--- src/rtl/imgproc_mode_scheduler.sv ---
// -----------------------------------------------------------------------------
// imgproc_mode_scheduler
//
// Purpose:
//   Sequences the eee_imgproc processing mode frame by frame and harvests its
//   64-bit result word. The block drives the mode conduit and watches the
//   Avalon-ST frame boundaries (sop into, eop out of eee_imgproc). It captures
//   the result buffer one cycle after each end-of-frame and queues the captured
//   words, tagged with the mode that produced them, in a small
//   first-word-fall-through FIFO that the Nios/UART reporting path drains.
//
// Parameters:
//   FRAMES_PER_MODE  frames spent in each mode before toggling (>= 1)
//   SETTLE_FRAMES    frames discarded after every mode switch (< FRAMES_PER_MODE)
//   FIFO_DEPTH       result FIFO entries (power of 2, >= 2)
//   TIMEOUT_CYCLES   max cycles between sop and eop before the frame is abandoned
//
// Ports:
//   clk          system clock
//   reset        synchronous reset, active-high
//   enable       run scheduler; 0 = finish current frame, then idle
//   frame_sop    1-cycle pulse at the start of a frame into eee_imgproc
//   frame_eop    1-cycle pulse at the end of a frame out of eee_imgproc
//   result_in    eee_imgproc result buffer, stable from 1 cycle after eop
//   mode_out     mode conduit to eee_imgproc
//   res_valid    FIFO head valid
//   res_data     FIFO head result word
//   res_mode     mode in force when res_data was produced
//   res_ready    consumer accepts the head when res_valid & res_ready
//   drop_cnt     results lost to a full FIFO, saturates at 255
//   timeout_cnt  frames abandoned by the watchdog, saturates at 255
//   busy         1 while the sequencer is not idle
// -----------------------------------------------------------------------------
module imgproc_mode_scheduler #(
  parameter int unsigned FRAMES_PER_MODE = 4,
  parameter int unsigned SETTLE_FRAMES   = 1,
  parameter int unsigned FIFO_DEPTH      = 4,
  parameter int unsigned TIMEOUT_CYCLES  = 2**22
) (
  input  logic        clk,
  input  logic        reset,
  input  logic        enable,
  input  logic        frame_sop,
  input  logic        frame_eop,
  input  logic [63:0] result_in,
  output logic        mode_out,
  output logic        res_valid,
  output logic [63:0] res_data,
  output logic        res_mode,
  input  logic        res_ready,
  output logic [7:0]  drop_cnt,
  output logic [7:0]  timeout_cnt,
  output logic        busy
);

  localparam int unsigned FC_W = (FRAMES_PER_MODE > 1) ? $clog2(FRAMES_PER_MODE) : 1;
  localparam int unsigned ST_W = (SETTLE_FRAMES > 0) ? $clog2(SETTLE_FRAMES + 1) : 1;
  localparam int unsigned WD_W = (TIMEOUT_CYCLES > 1) ? $clog2(TIMEOUT_CYCLES) : 1;
  localparam int unsigned AW   = $clog2(FIFO_DEPTH);
  localparam int unsigned CW   = AW + 1;

  localparam logic [FC_W-1:0] FC_LAST  = FC_W'(FRAMES_PER_MODE - 1);
  localparam logic [ST_W-1:0] ST_INIT  = ST_W'(SETTLE_FRAMES);
  localparam logic [WD_W-1:0] WD_LAST  = WD_W'(TIMEOUT_CYCLES - 1);
  localparam logic [CW-1:0]   CNT_FULL = CW'(FIFO_DEPTH);

  typedef enum logic [1:0] {
    S_IDLE,
    S_WAIT_SOP,
    S_IN_FRAME,
    S_CAPTURE
  } state_e;

  // Sequencer state
  state_e          state_q,       state_d;
  logic            mode_q,        mode_d;
  logic [FC_W-1:0] frame_cnt_q,   frame_cnt_d;
  logic [ST_W-1:0] settle_cnt_q,  settle_cnt_d;
  logic [WD_W-1:0] wdog_q,        wdog_d;
  logic [7:0]      timeout_cnt_q, timeout_cnt_d;
  logic            busy_q,        busy_d;

  // Result FIFO: each entry is {mode, result word}
  logic [64:0]     mem_q [FIFO_DEPTH];
  logic [64:0]     mem_d [FIFO_DEPTH];
  logic [AW-1:0]   wr_ptr_q,      wr_ptr_d;
  logic [AW-1:0]   rd_ptr_q,      rd_ptr_d;
  logic [CW-1:0]   count_q,       count_d;
  logic [7:0]      drop_cnt_q,    drop_cnt_d;
  logic            res_valid_q,   res_valid_d;
  logic [63:0]     res_data_q,    res_data_d;
  logic            res_mode_q,    res_mode_d;

  logic            capture_push;
  logic            pop;
  logic            full;
  logic            push_ok;
  logic            drop;
  logic [CW-1:0]   count_after_pop;

  // ---------------------------------------------------------------------------
  // Frame sequencer: frame tracking, watchdog, mode and settle bookkeeping
  // ---------------------------------------------------------------------------
  always_comb begin
    state_d       = state_q;
    mode_d        = mode_q;
    frame_cnt_d   = frame_cnt_q;
    settle_cnt_d  = settle_cnt_q;
    wdog_d        = wdog_q;
    timeout_cnt_d = timeout_cnt_q;
    capture_push  = 1'b0;

    unique case (state_q)
      S_IDLE: begin
        if (enable) begin
          state_d = S_WAIT_SOP;
        end
      end

      S_WAIT_SOP: begin
        if (!enable) begin
          state_d = S_IDLE;
        end else if (frame_sop) begin
          state_d = S_IN_FRAME;
          wdog_d  = '0;
        end
      end

      S_IN_FRAME: begin
        // A frame already started always runs to completion, whatever enable
        // does. A repeated sop means the eop was lost: restart the watchdog on
        // the new frame instead of capturing.
        if (frame_eop) begin
          state_d = S_CAPTURE;
        end else if (frame_sop) begin
          wdog_d = '0;
        end else if (wdog_q == WD_LAST) begin
          state_d = S_WAIT_SOP;
          if (timeout_cnt_q != 8'hFF) begin
            timeout_cnt_d = timeout_cnt_q + 8'd1;
          end
        end else begin
          wdog_d = wdog_q + WD_W'(1);
        end
      end

      S_CAPTURE: begin
        if (settle_cnt_q == '0) begin
          capture_push = 1'b1;
        end else begin
          settle_cnt_d = settle_cnt_q - ST_W'(1);
        end
        // Mode only ever flips here, between frames. The captured word was
        // produced under the old mode, so it is tagged with mode_q.
        if (frame_cnt_q == FC_LAST) begin
          frame_cnt_d  = '0;
          mode_d       = ~mode_q;
          settle_cnt_d = ST_INIT;
        end else begin
          frame_cnt_d = frame_cnt_q + FC_W'(1);
        end
        state_d = enable ? S_WAIT_SOP : S_IDLE;
      end

      default: begin
        state_d = S_IDLE;
      end
    endcase

    busy_d = (state_d != S_IDLE);
  end

  // ---------------------------------------------------------------------------
  // Result FIFO with a registered first-word-fall-through head
  // ---------------------------------------------------------------------------
  always_comb begin
    mem_d           = mem_q;
    wr_ptr_d        = wr_ptr_q;
    rd_ptr_d        = rd_ptr_q;
    drop_cnt_d      = drop_cnt_q;
    res_data_d      = res_data_q;
    res_mode_d      = res_mode_q;

    pop             = res_valid_q & res_ready;
    full            = (count_q == CNT_FULL);
    // A pop in the same cycle frees the slot, so a full FIFO still accepts.
    push_ok         = capture_push & (~full | pop);
    drop            = capture_push & full & ~pop;
    count_after_pop = count_q - CW'(pop);

    if (drop && (drop_cnt_q != 8'hFF)) begin
      drop_cnt_d = drop_cnt_q + 8'd1;
    end

    if (push_ok) begin
      mem_d[wr_ptr_q] = {mode_q, result_in};
      wr_ptr_d        = wr_ptr_q + AW'(1);
    end

    if (pop) begin
      rd_ptr_d = rd_ptr_q + AW'(1);
    end

    count_d     = count_after_pop + CW'(push_ok);
    res_valid_d = (count_d != '0);

    // The head register is loaded with whatever entry will sit at the read
    // pointer next cycle. When the word being pushed becomes the head it has
    // not reached mem_q yet, so it is taken straight from the input. With the
    // FIFO empty the head keeps its last value.
    if (count_d != '0) begin
      if (push_ok && (count_after_pop == '0)) begin
        res_mode_d = mode_q;
        res_data_d = result_in;
      end else begin
        res_mode_d = mem_q[rd_ptr_d][64];
        res_data_d = mem_q[rd_ptr_d][63:0];
      end
    end
  end

  // ---------------------------------------------------------------------------
  // State registers
  // ---------------------------------------------------------------------------
  always_ff @(posedge clk) begin
    if (reset) begin
      state_q       <= S_IDLE;
      mode_q        <= 1'b0;
      frame_cnt_q   <= '0;
      // Mode 0 counts as freshly entered after reset, so the first frames
      // after reset are discarded just like after any later mode switch.
      settle_cnt_q  <= ST_INIT;
      wdog_q        <= '0;
      timeout_cnt_q <= '0;
      busy_q        <= 1'b0;
      for (int unsigned i = 0; i < FIFO_DEPTH; i++) begin
        mem_q[i] <= '0;
      end
      wr_ptr_q      <= '0;
      rd_ptr_q      <= '0;
      count_q       <= '0;
      drop_cnt_q    <= '0;
      res_valid_q   <= 1'b0;
      res_data_q    <= '0;
      res_mode_q    <= 1'b0;
    end else begin
      state_q       <= state_d;
      mode_q        <= mode_d;
      frame_cnt_q   <= frame_cnt_d;
      settle_cnt_q  <= settle_cnt_d;
      wdog_q        <= wdog_d;
      timeout_cnt_q <= timeout_cnt_d;
      busy_q        <= busy_d;
      mem_q         <= mem_d;
      wr_ptr_q      <= wr_ptr_d;
      rd_ptr_q      <= rd_ptr_d;
      count_q       <= count_d;
      drop_cnt_q    <= drop_cnt_d;
      res_valid_q   <= res_valid_d;
      res_data_q    <= res_data_d;
      res_mode_q    <= res_mode_d;
    end
  end

  assign mode_out    = mode_q;
  assign res_valid   = res_valid_q;
  assign res_data    = res_data_q;
  assign res_mode    = res_mode_q;
  assign drop_cnt    = drop_cnt_q;
  assign timeout_cnt = timeout_cnt_q;
  assign busy        = busy_q;

endmodule
--- config.mk ---
export PLATFORM = sky130hd
export DESIGN_NAME = imgproc_mode_scheduler
export DESIGN_NICKNAME = d
export VERILOG_FILES = /design/src/rtl/imgproc_mode_scheduler.sv
export SDC_FILE = /design/constraint.sdc
export NUM_CORES = 1
export LEC_CHECK = 0
export CORE_ASPECT_RATIO = 0.6
export CORE_MARGIN = 4
export CORE_UTILIZATION = 50
export CTS_BUF_LIST = sky130_fd_sc_hd__clkbuf_4
export DETAILED_ROUTE_END_ITERATION = 16
export DONT_BUFFER_PORTS = 1
export PLACE_DENSITY = 0.67
export SLEW_MARGIN = 15
export SYNTH_ARGS = -nofsm -noshare
export SYNTH_HDL_FRONTEND = slang
export SYNTH_SLANG_ARGS = --single-unit
--- constraint.sdc ---
create_clock -name clk -period 2.94 [get_ports clk]
set_input_delay 0.294 -clock clk [delete_from_list [all_inputs] [get_ports clk]]
set_output_delay 0.294 -clock clk [all_outputs]
set_load 0.01 [all_outputs]
==> results of run 1 <==
-- layout make-up --
type / count / area (um^2)
sequential: 378 / 7570
timing repair buffer: 254 / 2660
inverter: 8 / 30.0
clock inverter: 17 / 95.1
tap: 408 / 510
multi-input combinational: 1371 / 7250
fill: 2603 / 11100
clock buffer: 128 / 961
antenna: 5 / 12.5
-- synthesized netlist by cell type, drive strengths merged (3+ instances only) --
| master | instances | area [um^2] |
|---|---|---|
| a21oi | 293 | 1470 |
| a22oi | 64 | 480 |
| a31oi | 3 | 18.8 |
| and2 | 7 | 43.8 |
| and3 | 5 | 31.3 |
| and4 | 5 | 43.8 |
| buf | 42 | 241 |
| clkbuf | 107 | 403 |
| dfxtp | 378 | 7570 |
| ha | 12 | 150 |
| inv | 8 | 30.0 |
| mux2i | 66 | 661 |
| nand2 | 614 | 2300 |
| nand3 | 18 | 90.1 |
| nand4 | 9 | 56.3 |
| nor2 | 37 | 139 |
| nor2b | 6 | 37.5 |
| nor3 | 6 | 30.0 |
| nor4 | 10 | 62.6 |
| o21a | 3 | 22.5 |
| o21ai | 82 | 410 |
| o221ai | 64 | 561 |
| or3 | 8 | 50.1 |
| or4 | 8 | 60.1 |
| xnor2 | 15 | 131 |
| xor2 | 5 | 43.8 |
-- repair_timing --
item,4_1_cts,5_1_grt
buffers inserted,0,3
pin swaps,1,1
resized for setup,0,6
endpoints found under the setup margin,1,18
endpoints found under the hold margin,376,0
hold buffers,214,0
cloned,1,0
-- through the flow --
step | cell area, um^2 | setup slack, ps | hold WS [ps] | util (%)
after detailed placement | 15800 | 15.9 | 385 | 52.3
after CTS | 19000 | 89.2 | 6.19 | 63.0
final | 19100 | 166 | 77.2 | 63.3
after global routing | 19100 | 20.5 | 42.3 | 63.3
after floorplan | 15400 | 181 | 378 | -
after global placement | 15800 | 93.9 | 376 | 52.3
-- flip-flops by register name, summed over array words and instances, names as in the netlist, 2 cells and up --
signal,flops
mem_q,260
res_data,64
wdog_q,22
drop_cnt,8
timeout_cnt,8
count_q,3
frame_cnt_q,2
rd_ptr_q,2
state_q,2
wr_ptr_q,2
-- per-layer routing --
metal | GRT usage, % | vias to the layer above | share of wire [%]
li1 | - | 7016 | -
met1 | 40.1 | 7130 | 44
met2 | 43.6 | 655 | 43
met3 | 9.55 | 100 | 11
met4 | 10.7 | 0 | 2.2
met5 | 0 | - | 0
-- kinds of logic (layout without fill, tap and decap cells) --
group | Yosys count | in the layout | synth area share [%]
DFF | 378 | 378 | 49.1
muxes | 66 | 66 | 4.29
buffers and inverters | 157 | 407 | 4.38
adders and majority gates | 12 | 12 | 0.975
AOI/OAI and AO/OA | 524 | 524 | 20.1
xor gates and xnor gates | 21 | 21 | 1.28
and+or+nand+nor | 747 | 748 | 19.9
other | 0 | 5 | 0
-- power groups by stage --
stage | clock, uW | combinational [uW] | sequential (uW)
after floorplan | 0 | 1110 | 5750
after global placement | 0 | 1600 | 5870
after detailed placement | 0 | 1620 | 5870
after CTS | 4270 | 1830 | 5750
after global routing | 4560 | 2080 | 5770
final | 4200 | 1940 | 5750
-- worst paths after layout --
| kind | slack, ps | from | end |
|---|---|---|---|
| worst max register to register | 170 | state_q[0] | wdog_q[21] |
| worst min-delay path | 80 | frame_sop | wdog_q[16] |
| worst max-delay path | 170 | state_q[0] | wdog_q[21] |
| worst min register to register | 450 | mem_q[4] | mem_q[4] |
-- tightest hold or removal path, delay by kind of cell --
family / cells / cell delay [ps]
xor gates and xnor gates: 1 / 160
and+or+nand+nor: 3 / 330
==> out/metrics.yaml, run 1 <==
status: "finished, final reports clean"
rsz0062_at_grt: "no"
total_power_uw: 11900
cp.arrival_ps: 3490
final_antenna_net_count: 0
reg2regPathDepth: 7
yosys_register_bits: 378
clkPwrFrac_pct: 35.3
power.leakage_uw: 0.00661
ys_warn_count: 0
vias_per_cell: 5.80
vias: 14900
global_route.overflow_total: 0
cts-root-buf: "clkbuf_4"
routed_wl_um: 50000
grt_pass1_wl_um: 79100
critical-path-max-stage-delay_ps: 550
syn_to_final_growth_pct: 24.0
fin_crit_ps: 2770
die_w_um: 235
switchingPower_uw: 3740
syn-cell-area_um2: 15400
setup-tns-final_ps: 0
core-area_um2: 30200
cts_buffers: 88
holdPathStages: 4
clock_latency_ps: 800
synth_nets: 1987
layout-drive-gt1-share_pct: 9.18
cp_top_family: "simple AND/OR/NAND/NOR gates"
synth-async-reset-ratio_pct: 0
synth_cells: 1905
p_comb_share_pct: 16.3
min_period_over_period_pct: 94.4
layout.nets: 2183
drv_slew: 0
start_util_pct: 51.0
synth-edff-count: 0
die_h_um: 144
wl_per_cell_um: 19.5
finalWeightedCongestion: 0.772
powerDensity_nw_per_um2: 623
worstMarginPinSlew_ps: 792
io_pins: 154
mostFrequentLayoutCells: "nand2_1, dfxtp_1, a21oi_1"
irDropWorstVdd_mv: 0.353
hp-class: "in2reg"
worst-path-buf-inv: 2
cts_sinks: 378
max-slew-margin-rel_pct: 47.2
dieArea_um2: 33800
worst_ep_required_time_ps: 3650
grt.total_usage_pct: 29.3
htree_num_levels: 3
seq_power_share_pct: 48.4
fmax_mhz: 360
cts_buffer_depth: 3
drt-initial-drc-count: 1560
p_sw_share_pct: 31.4
portBuffers: 0
final_common_cell: "nand2_1"
setup.worst_path.end_class: "register"
syn_avg_cell_area_um2: 8.08
antenna_found_initial: 2
start_kind: "register"
seq_area_frac_synth_pct: 49.1
finalHoldViolCount: 0
grt_pass1_vias: 14500
path_cells: "buf_4 -> and2b_1 -> or2b_2 -> a211o_4 -> or4_1 -> a21oi_1 -> dlygate4sd3_1"
grt_max_degree: 167
crit_fanout: 13
worst-path-stages: 7
crit_type: "reg2reg"
dpl.hpwl_um: 26100
setup_viol: 0
synthFlopType: "dfxtp_1"
cts.clk_slew.worst_paths_ps: 70
final_cells: 2569
dp.cells: 2201
p_int_uw: 8160
route.detailed.drc: 0
fin_skew_ps: 50.2
synthDistinctLibCells: 55
critPathSlowestCell: "dlygate4sd3_1"
dr.pass1.iters: 5
maxCapViolations: 0
tritoncts: "built"
rows: 49
Note: power is estimated with default switching activity, not from simulation.
==> inputs of run 2 (changes only) <==
--- a/config.mk
+++ b/config.mk
@@ -12,6 +12,7 @@
 export DETAILED_ROUTE_END_ITERATION = 16
 export DONT_BUFFER_PORTS = 1
 export PLACE_DENSITY = 0.67
+export RECOVER_POWER = 100
 export SLEW_MARGIN = 15
 export SYNTH_ARGS = -nofsm -noshare
 export SYNTH_HDL_FRONTEND = slang
==> run 2 against run 1 <==
Against the previous run:
- routed wire length is 0.13% lower
- critical path type unchanged
- sequential power hardly changed
- highest routed layer unchanged
- flip-flop and latch count stayed put
- setup slack better by 0.93 ps
==> out/metrics.yaml, run 2 (synthesis results as in run 1) <==
status: "finished, final reports clean"
start_kind: "register"
worstMarginPinSlew_ps: 761
hold_end: "wdog_q[16]"
setup.worst_path.end_class: "register"
dr.pass1.iters: 6
final.fill_count: 2608
drv_slew: 0
routed_wl_um: 50000
holdPathStages: 4
die_w_um: 235
max-slew-margin-rel_pct: 49.3
syn_to_final_growth_pct: 23.8
regToRegStartpoint: "state_q[0]"
hp-class: "in2reg"
mostFrequentLayoutCells: "nand2_1, dfxtp_1, a21oi_1"
grt.total_usage_pct: 29.3
final_antenna_net_count: 0
power.leakage_uw: 0.00658
setup_viol: 0
reg2regPathDepth: 7
tritoncts: "built"
grt_pass1_wl_um: 79100
pre_cts_ws_ps: 15.9
multi_input_area_um2: 7240
grt_max_degree: 167
fin_skew_ps: 50.3
cts_buffer_depth: 3
crit_type: "reg2reg"
setup-tns-final_ps: 0
rsz0062_at_grt: "no"
rows: 49
finalWeightedCongestion: 0.772
layout.nets: 2183
global_route.overflow_total: 0
fin_ws_ps: 167
dpl.hpwl_um: 26100
grt_pass1_vias: 14500
portBuffers: 0
route.detailed.drc: 0
largest_reg_flops: 260
regArea_um2: 7570
top_register: "mem_q"
regToRegSetupSlack_ps: 170
wl_per_cell_um: 19.5
cts-root-buf: "clkbuf_4"
clock_latency_ps: 800
core-area_um2: 30200
irDropWorstVdd_mv: 0.350
fin_crit_ps: 2770
worst_ep_required_time_ps: 3650
r2r-end: "wdog_q[21]"
finalHoldViolCount: 0
htree_num_levels: 3
cts_buffers: 88
dieArea_um2: 33800
die_h_um: 144
drt-initial-drc-count: 1483
layout-drive-gt1-share_pct: 8.77
min_period_over_period_pct: 94.3
io_pins: 154
vias: 14800
fmax_mhz: 361
final_common_cell: "nand2_1"
cts_sinks: 378
cp.arrival_ps: 3480
maxCapViolations: 0
vias_per_cell: 5.77
powerDensity_nw_per_um2: 624
antenna_found_initial: 2
final_core_utilization_pct: 63.2
start_util_pct: 51.0
cts.clk_slew.worst_paths_ps: 70
crit_fanout: 13
hold_start: "frame_sop"
[run 2: cell count changes in the layout (fill, tap and decap cells not counted)]
cell / delta
and2_2: -1
nor3_2: -1
xnor2_2: -1
or2b_2: -1
and2_0: +2
nor3_1: +1
buf_4: -5
or2b_1: +1
and2_1: -1
o21ai_0: +1
o21ai_1: -1
xnor2_1: +1
clkbuf_1: +5
[run 2: final cells by class]
cell class                      instances  share of cell area (%)
Clock inverter                         17                   0.499
Sequential cell                       378                    39.7
Tap cell                              408                    2.68
Timing Repair Buffer                  254                    13.9
Clock buffer                          128                    5.04
Antenna cell                            5                  0.0656
Multi-Input combinational cell       1371                    38.0
Inverter                                8                   0.158
[run 2: worst max-delay path: stages (launching register included)]
cell,delay [ps]
dfxtp_1,310
buf_4,160
and2b_1,240
or2b_1,400
a211o_4,430
or4_1,480
a21oi_1,150
dlygate4sd3_1,550
[run 2: per-stage QoR]
step                      hold slack, ps  instance area [um^2]  power (uW)  cells
after global routing                38.9                 19100       12400   2566
after global placement               376                 15800        7480   2201
final                               81.5                 19100       11900   2569
after detailed placement             385                 15800        7490   2201
after CTS                           6.19                 19000       11900   2561
after floorplan                      378                 15400        6850   1905
[run 2: metal layers]
| metal | routed length (um) | global-route usage, % |
|---|---|---|
| met2 | 21500 | 43.6 |
| met1 | 22000 | 40.1 |
| met4 | 1150 | 10.7 |
| met5 | 0 | 0 |
| met3 | 5250 | 9.55 |
[run 2: worst max-delay path by stage]
| stage | start | to | slack (ps) |
|---|---|---|---|
| final | state_q[0] | wdog_q[21] | 170 |
| after global routing | res_valid | res_data[5] | 20 |
| after CTS | state_q[0] | wdog_q[19] | 90 |
| after detailed placement | res_valid | res_data[40] | 20 |
| after global placement | res_valid | res_data[42] | 90 |
| after floorplan | res_valid | res_data[12] | 180 |
[run 2: power breakdown]
part	leakage [uW]	internal, uW	switching [uW]
registers	0.00305	5380	369
clock network	0.000643	2070	2130
logic	0.00289	691	1240
total	0.00658	8140	3740
[run 2: what timing repair did]
item                                   4_1_cts  5_1_grt
cloned                                       1        0
setup endpoints to repair                    1       18
pin swaps                                    1        1
resized for setup                            0        6
hold buffers                               214        0
setup buffers                                0        3
endpoints found under the hold margin      376        0
